**src/rtl/wb_dma_arbiter.sv**
```systemverilog
// wb_dma_arbiter: shares the processor-board Wishbone bus between the VM2 CPU
// and NDMA DMA masters. The CPU is only pre-empted once its strobe is low, a
// DMA master is only released once its own strobe is low, and DMA tenure is
// bounded by MAXBURST (0 = unlimited). A one-cycle gap always returns the bus
// to the CPU between DMA tenures.
//
// Optional feature macro: DMA_ARB_RR_EN
//   defined   -> round-robin winner selection among requesting masters
//   undefined -> fixed priority, lowest master index wins
//
// Handshake: every requester keeps its strobe high until it sees its ack
// (Wishbone classic, cyc = stb). Ownership changes only while the owner's
// strobe is low; the shared ack is routed combinationally to the current
// owner and forced to 0 for everyone else.
module wb_dma_arbiter #(
  parameter int NDMA     = 2,
  parameter int MAXBURST = 64
) (
  input  logic                wb_clk_i,
  input  logic                wb_rst_i,
  input  logic [15:0]         cpu_adr_i,
  input  logic [15:0]         cpu_dat_i,
  input  logic                cpu_we_i,
  input  logic [1:0]          cpu_sel_i,
  input  logic                cpu_stb_i,
  output logic                cpu_ack_o,
  output logic                cpu_gnt_o,
  input  logic [NDMA-1:0]     dma_req_i,
  output logic [NDMA-1:0]     dma_gnt_o,
  input  logic [NDMA*16-1:0]  m_adr_i,
  input  logic [NDMA*16-1:0]  m_dat_i,
  input  logic [NDMA-1:0]     m_we_i,
  input  logic [NDMA*2-1:0]   m_sel_i,
  input  logic [NDMA-1:0]     m_stb_i,
  output logic [NDMA-1:0]     m_ack_o,
  output logic [15:0]         bus_adr_o,
  output logic [15:0]         bus_dat_o,
  output logic                bus_we_o,
  output logic [1:0]          bus_sel_o,
  output logic                bus_stb_o,
  input  logic                bus_ack_i,
  output logic [1:0]          dbg_state_o
);

  localparam int OW = (NDMA > 1) ? $clog2(NDMA) : 1;
  localparam int CW = (MAXBURST > 0) ? $clog2(MAXBURST + 1) : 1;

  typedef enum logic [1:0] {
    ST_CPU     = 2'd0,
    ST_PREEMPT = 2'd1,
    ST_DMA     = 2'd2,
    ST_GAP     = 2'd3
  } state_e;

  state_e          state_q;
  logic [OW-1:0]   owner_q;
  logic [CW-1:0]   cnt_q;
  logic            cpu_gnt_q;
  logic [NDMA-1:0] dma_gnt_q;
  logic [OW-1:0]   win;
  logic            dma_enter;
  logic            burst_done;
  logic            dma_leave;

  // Fixed priority: the lowest requesting index wins.
  function automatic logic [OW-1:0] pick_fixed(input logic [NDMA-1:0] req);
    logic [OW-1:0] w;
    w = '0;
    for (int i = NDMA - 1; i >= 0; i--) begin
      if (req[i]) w = OW'(i);
    end
    return w;
  endfunction

  // Round robin: first requester found scanning upward (with wrap) from start.
  function automatic logic [OW-1:0] pick_rr(input logic [NDMA-1:0] req,
                                            input logic [OW-1:0]   start);
    logic [OW-1:0] w;
    int            idx;
    w   = '0;
    idx = 0;
    for (int i = NDMA - 1; i >= 0; i--) begin
      idx = int'(start) + i;
      if (idx >= NDMA) idx = idx - NDMA;
      if (req[idx]) w = OW'(idx);
    end
    return w;
  endfunction

  assign dma_enter  = (state_q == ST_PREEMPT) && (dma_req_i != '0) && !cpu_stb_i;
  assign burst_done = (MAXBURST != 0) && (cnt_q >= CW'(MAXBURST));
  assign dma_leave  = !m_stb_i[owner_q] && (!dma_req_i[owner_q] || burst_done);

`ifdef DMA_ARB_RR_EN
  logic [OW-1:0] rr_q;

  // Start of the next round-robin search; moves just past each new owner.
  always_ff @(posedge wb_clk_i) begin
    if (wb_rst_i) begin
      rr_q <= '0;
    end else if (dma_enter) begin
      rr_q <= (int'(win) == NDMA - 1) ? '0 : win + OW'(1);
    end
  end

  assign win = pick_rr(dma_req_i, rr_q);
`else
  assign win = pick_fixed(dma_req_i);
`endif

  // Ownership FSM with registered grants, owner index and burst counter.
  always_ff @(posedge wb_clk_i) begin
    if (wb_rst_i) begin
      state_q   <= ST_CPU;
      owner_q   <= '0;
      cnt_q     <= '0;
      cpu_gnt_q <= 1'b1;
      dma_gnt_q <= '0;
    end else begin
      case (state_q)
        ST_CPU: begin
          if (dma_req_i != '0) begin
            state_q   <= ST_PREEMPT;
            cpu_gnt_q <= 1'b0;
          end
        end
        ST_PREEMPT: begin
          if (dma_req_i == '0) begin
            state_q   <= ST_CPU;
            cpu_gnt_q <= 1'b1;
          end else if (!cpu_stb_i) begin
            state_q   <= ST_DMA;
            owner_q   <= win;
            cnt_q     <= '0;
            dma_gnt_q <= NDMA'(1) << win;
          end
        end
        ST_DMA: begin
          if (!burst_done) cnt_q <= cnt_q + CW'(1);
          if (dma_leave) begin
            state_q   <= ST_GAP;
            dma_gnt_q <= '0;
          end
        end
        default: begin
          state_q   <= ST_CPU;
          cpu_gnt_q <= 1'b1;
        end
      endcase
    end
  end

  // Steer the owner's bus signals and route the shared ack back to it only.
  always_comb begin
    bus_adr_o = cpu_adr_i;
    bus_dat_o = cpu_dat_i;
    bus_we_o  = cpu_we_i;
    bus_sel_o = cpu_sel_i;
    bus_stb_o = cpu_stb_i;
    cpu_ack_o = 1'b0;
    m_ack_o   = '0;
    case (state_q)
      ST_CPU, ST_PREEMPT: cpu_ack_o = bus_ack_i;
      ST_DMA: begin
        bus_adr_o        = m_adr_i[16*int'(owner_q) +: 16];
        bus_dat_o        = m_dat_i[16*int'(owner_q) +: 16];
        bus_we_o         = m_we_i[owner_q];
        bus_sel_o        = m_sel_i[2*int'(owner_q) +: 2];
        bus_stb_o        = m_stb_i[owner_q];
        m_ack_o[owner_q] = bus_ack_i;
      end
      default: bus_stb_o = 1'b0;
    endcase
  end

  assign cpu_gnt_o   = cpu_gnt_q;
  assign dma_gnt_o   = dma_gnt_q;
  assign dbg_state_o = state_q;

endmodule

```
**config.mk**
```make
export PLATFORM = sky130hd
export DESIGN_NAME = wb_dma_arbiter
export DESIGN_NICKNAME = d
export VERILOG_FILES = /design/src/rtl/wb_dma_arbiter.sv
export SDC_FILE = /design/constraint.sdc
export NUM_CORES = 1
export LEC_CHECK = 0
export CAP_MARGIN = 0
export CORE_MARGIN = 5
export CORE_UTILIZATION = 30
export CTS_CLUSTER_SIZE = 20
export DETAILED_ROUTE_END_ITERATION = 16
export PLACE_DENSITY = 0.87
export SETUP_SLACK_MARGIN = 0.15
export SKIP_CTS_REPAIR_TIMING = 1
export SLEW_MARGIN = 40
export SYNTH_ARGS = -nofsm -noshare
export SYNTH_HDL_FRONTEND = slang
export SYNTH_SLANG_ARGS = --single-unit
```
**constraint.sdc**
```tcl
create_clock -name wb_clk_i -period 2.3 [get_ports wb_clk_i]
set_input_delay 0.345 -clock wb_clk_i [delete_from_list [all_inputs] [get_ports wb_clk_i]]
set_output_delay 0.345 -clock wb_clk_i [all_outputs]
set_load 0.02 [all_outputs]
```
==> results_dict.tcl <==
set metrics [dict create \
    synth-seq-cells 13 \
    drc_errors 0 \
    skew_ns 0.00217 \
    reg2reg_slack_ns 0.99 \
    synth.most_common_cell "nand2_1" \
    p_int_w 0.000679 \
    ys_types 35 \
    hp-class "reg -> reg" \
    nets 462 \
    avgRoutedWirePerCell_um 16.9 \
    min_to "dma_gnt_o[1]" \
    n_antenna_cell 0 \
    clk_pin_slew_worst_paths_ns 0.05 \
    die_h_um 78.4 \
    p_per_area_mw_per_mm2 312 \
    final_hold_viol_count 0 \
    grt_antenna_before_repair 0 \
    ir_drop_uv 344 \
    syn_inst 197 \
    tritoncts "done" \
    switchingPower_w 0.000315 \
    drt_iter0_markers 61 \
    maxSlewHeadroom_pct 78.3 \
    slowest_delay_ns 0.61 \
    cts_buffer_depth 2 \
    first_pass_iters 4 \
    rsz0062_at_grt "false" \
    ant_nets 0 \
    worstPathMaxFanout 10 \
    die_x_um 78.4 \
    cts_buffers 3 \
    path_cells "nor2b_4, and3_1, clkdlybuf4s50_1" \
    grt_overflow 0 \
    die_area_mm2 0.00615 \
    rows 24 \
    synthFlopType "dfxtp_1" \
    slowest_stage "clkdlybuf4s50_1" \
    syn_to_final_growth_pct 126 \
    grt_pass1_wl_um 9780 \
    setup_tns_ns 0 \
    worst_pin_slew_ns 0.324 \
    timing.final.crit_share_pct 89.2 \
    leakage_nw 1.51 \
    drv_slew 0 \
    worstPathRequired_ns 1.96 \
    synth-edff-count 0 \
    worstHoldStart "dma_gnt_o[1]" \
    synth_fp_nets 311 \
    reg2reg_to "cnt_q[5]" \
    r2r-start "dbg_state_o[0]" \
    ys_async_sr_fraction_pct 0 \
    setup_slack_ns 0.249 \
    max_freq_ghz 0.488 \
    yosys-top-cells-area "mux2i_1 26%, dfxtp_1 19%, nand2_1 11%" \
    p_seq_share_pct 24.4 \
    syn_avg_cell_area_um2 7.13 \
    post-route-util_pct 71.6 \
    synthTopCellsByCount "42 x nand2_1, 37 x mux2i_1, 31 x o21ai_0" \
    grt_max_degree 42 \
    cp_top_family "buffers and inverters" \
    clock_sinks 13 \
    p_total_w 0.000994 \
    viasPerCell 4.92 \
    cp-end-kind "output port" \
    synth_top_area_cell "mux2i_1" \
    syn_area_mm2 0.00141 \
    whs_path_depth 2 \
    synth-seq-area-share_pct 18.5 \
    gp_congestion 0.861 \
    arrival_ns 1.71 \
    synth_top_area_share_pct 26.4 \
    setup_viol 0 \
    worst_r2r_path_depth 5 \
    fp.coreArea_mm2 0.00444 \
    crit_buf_inv 1 \
    ctsHtreeMaxLevel 1 \
    outcome "finished clean" \
    root_buffer "clkbuf_8" \
    drive_gt1_share_pct 4.61 \
    dp_slack_ns 0.246 \
    power_frac_comb_pct 54.5 \
    cp-start-kind "flop" \
    vias 1964 \
    pin_count 157 \
    wirelength_um 6750 \
    place_hpwl_um 5450 \
    layout_min_cycle_time_ns 2.05 \
    power_frac_clock_pct 21.2 \
    yosys_warnings 0 \
    grt_usage_pct 20.2 \
    cap_viol_max_count 0 \
    portBuffers 156 \
    clock_latency_ns 0.25 \
    whs_ns 0.499 \
    worstSetupPathType "reg -> out" \
    initial_utilization_pct 31.6 \
    grt_pass1_vias 1891 \
    switching_share_pct 31.7 \
]
## per-stage QoR
| stage | cells | cell area [um^2] |
|---|---|---|
| 6_report | 399 | 3180 |
| 2_1_floorplan | 197 | 1410 |
| 3_5_place_dp | 395 | 3040 |
| 4_1_cts | 399 | 3090 |
| 3_3_place_gp | 395 | 3040 |
| 5_1_grt | 399 | 3180 |
## area by class of cell
cell class / count / area (um^2)
Fill cell: 330 / 1260
Inverter: 1 / 3.75
Timing Repair Buffer: 161 / 1740
Multi-Input combinational cell: 168 / 1070
Clock buffer: 4 / 45.0
Tap cell: 52 / 65.1
Sequential cell: 13 / 263
## routing by layer
metal	track usage, %	part of all wire [%]	vias to the layer above	wire length [um]
met5	0	0	-	0
met4	7.17	2.1	0	140
met3	4.23	6.8	12	459
met2	38.4	53	88	3570
met1	22.0	38	872	2580
li1	-	-	992	-
## worst max-delay path by stage
stage | from | end | slack (ns) | cells past startpoint
2_1_floorplan | dbg_state_o[1] | bus_adr_o[0] | 0.48 | 4
3_3_place_gp | dbg_state_o[1] | bus_adr_o[15] | 0.23 | 4
3_5_place_dp | dbg_state_o[1] | bus_adr_o[15] | 0.25 | 4
4_1_cts | dbg_state_o[1] | bus_adr_o[15] | -0.04 | 4
5_1_grt | dbg_state_o[1] | m_ack_o[0] | 0.18 | 4
6_report | dbg_state_o[1] | m_ack_o[1] | 0.25 | 3
## flip-flops by register name, indices dropped and copies added (netlist names)
| register | cells |
|---|---|
| cpu_gnt_o | 1 |
| dbg_state_o | 2 |
| cnt_q | 7 |
| dma_gnt_o | 2 |
| owner_q | 1 |
## power groups by stage
stage | Combinational, W | Clock, W | Sequential (W)
finish | 0.000541 | 0.000210 | 0.000242
global route | 0.000576 | 0.000230 | 0.000243
CTS | 0.000551 | 0.000212 | 0.000242
detailed placement | 0.000549 | 0 | 0.000246
global placement | 0.000541 | 0 | 0.000246
floorplan | 0.000199 | 0 | 0.000253
## cells in the final DEF (no fill, tap or decap), drive strengths merged, types with 3 or more instances in the layout
cell type / instances
dlymetal6s2s: 36
nor2: 10
clkbuf: 4
nand2: 42
buf: 5
xor2: 4
and3: 3
a21oi: 8
mux2i: 37
dfxtp: 13
nor2b: 4
clkdlybuf4s50: 120
o21ai: 37
nand2b: 4
## cell families (layout without fill, tap and decap cells)
group	count (synthesis)	after routing	synth area share, %
fa+ha+maj	1	1	0.890
mux	37	37	26.4
flops	13	13	18.5
simple gates	72	72	24.6
compound gates	54	54	21.0
xor+xnor	4	4	2.49
buf+inv	16	166	6.14
## worst register-to-register path, delay by kind of cell, from the launching register on
kind,cells,cell delay [ns]
flops,1,0.30
xor+xnor,1,0.19
buf+inv,1,0.19
simple gates,3,0.52
(Power assumes the default switching activity.)
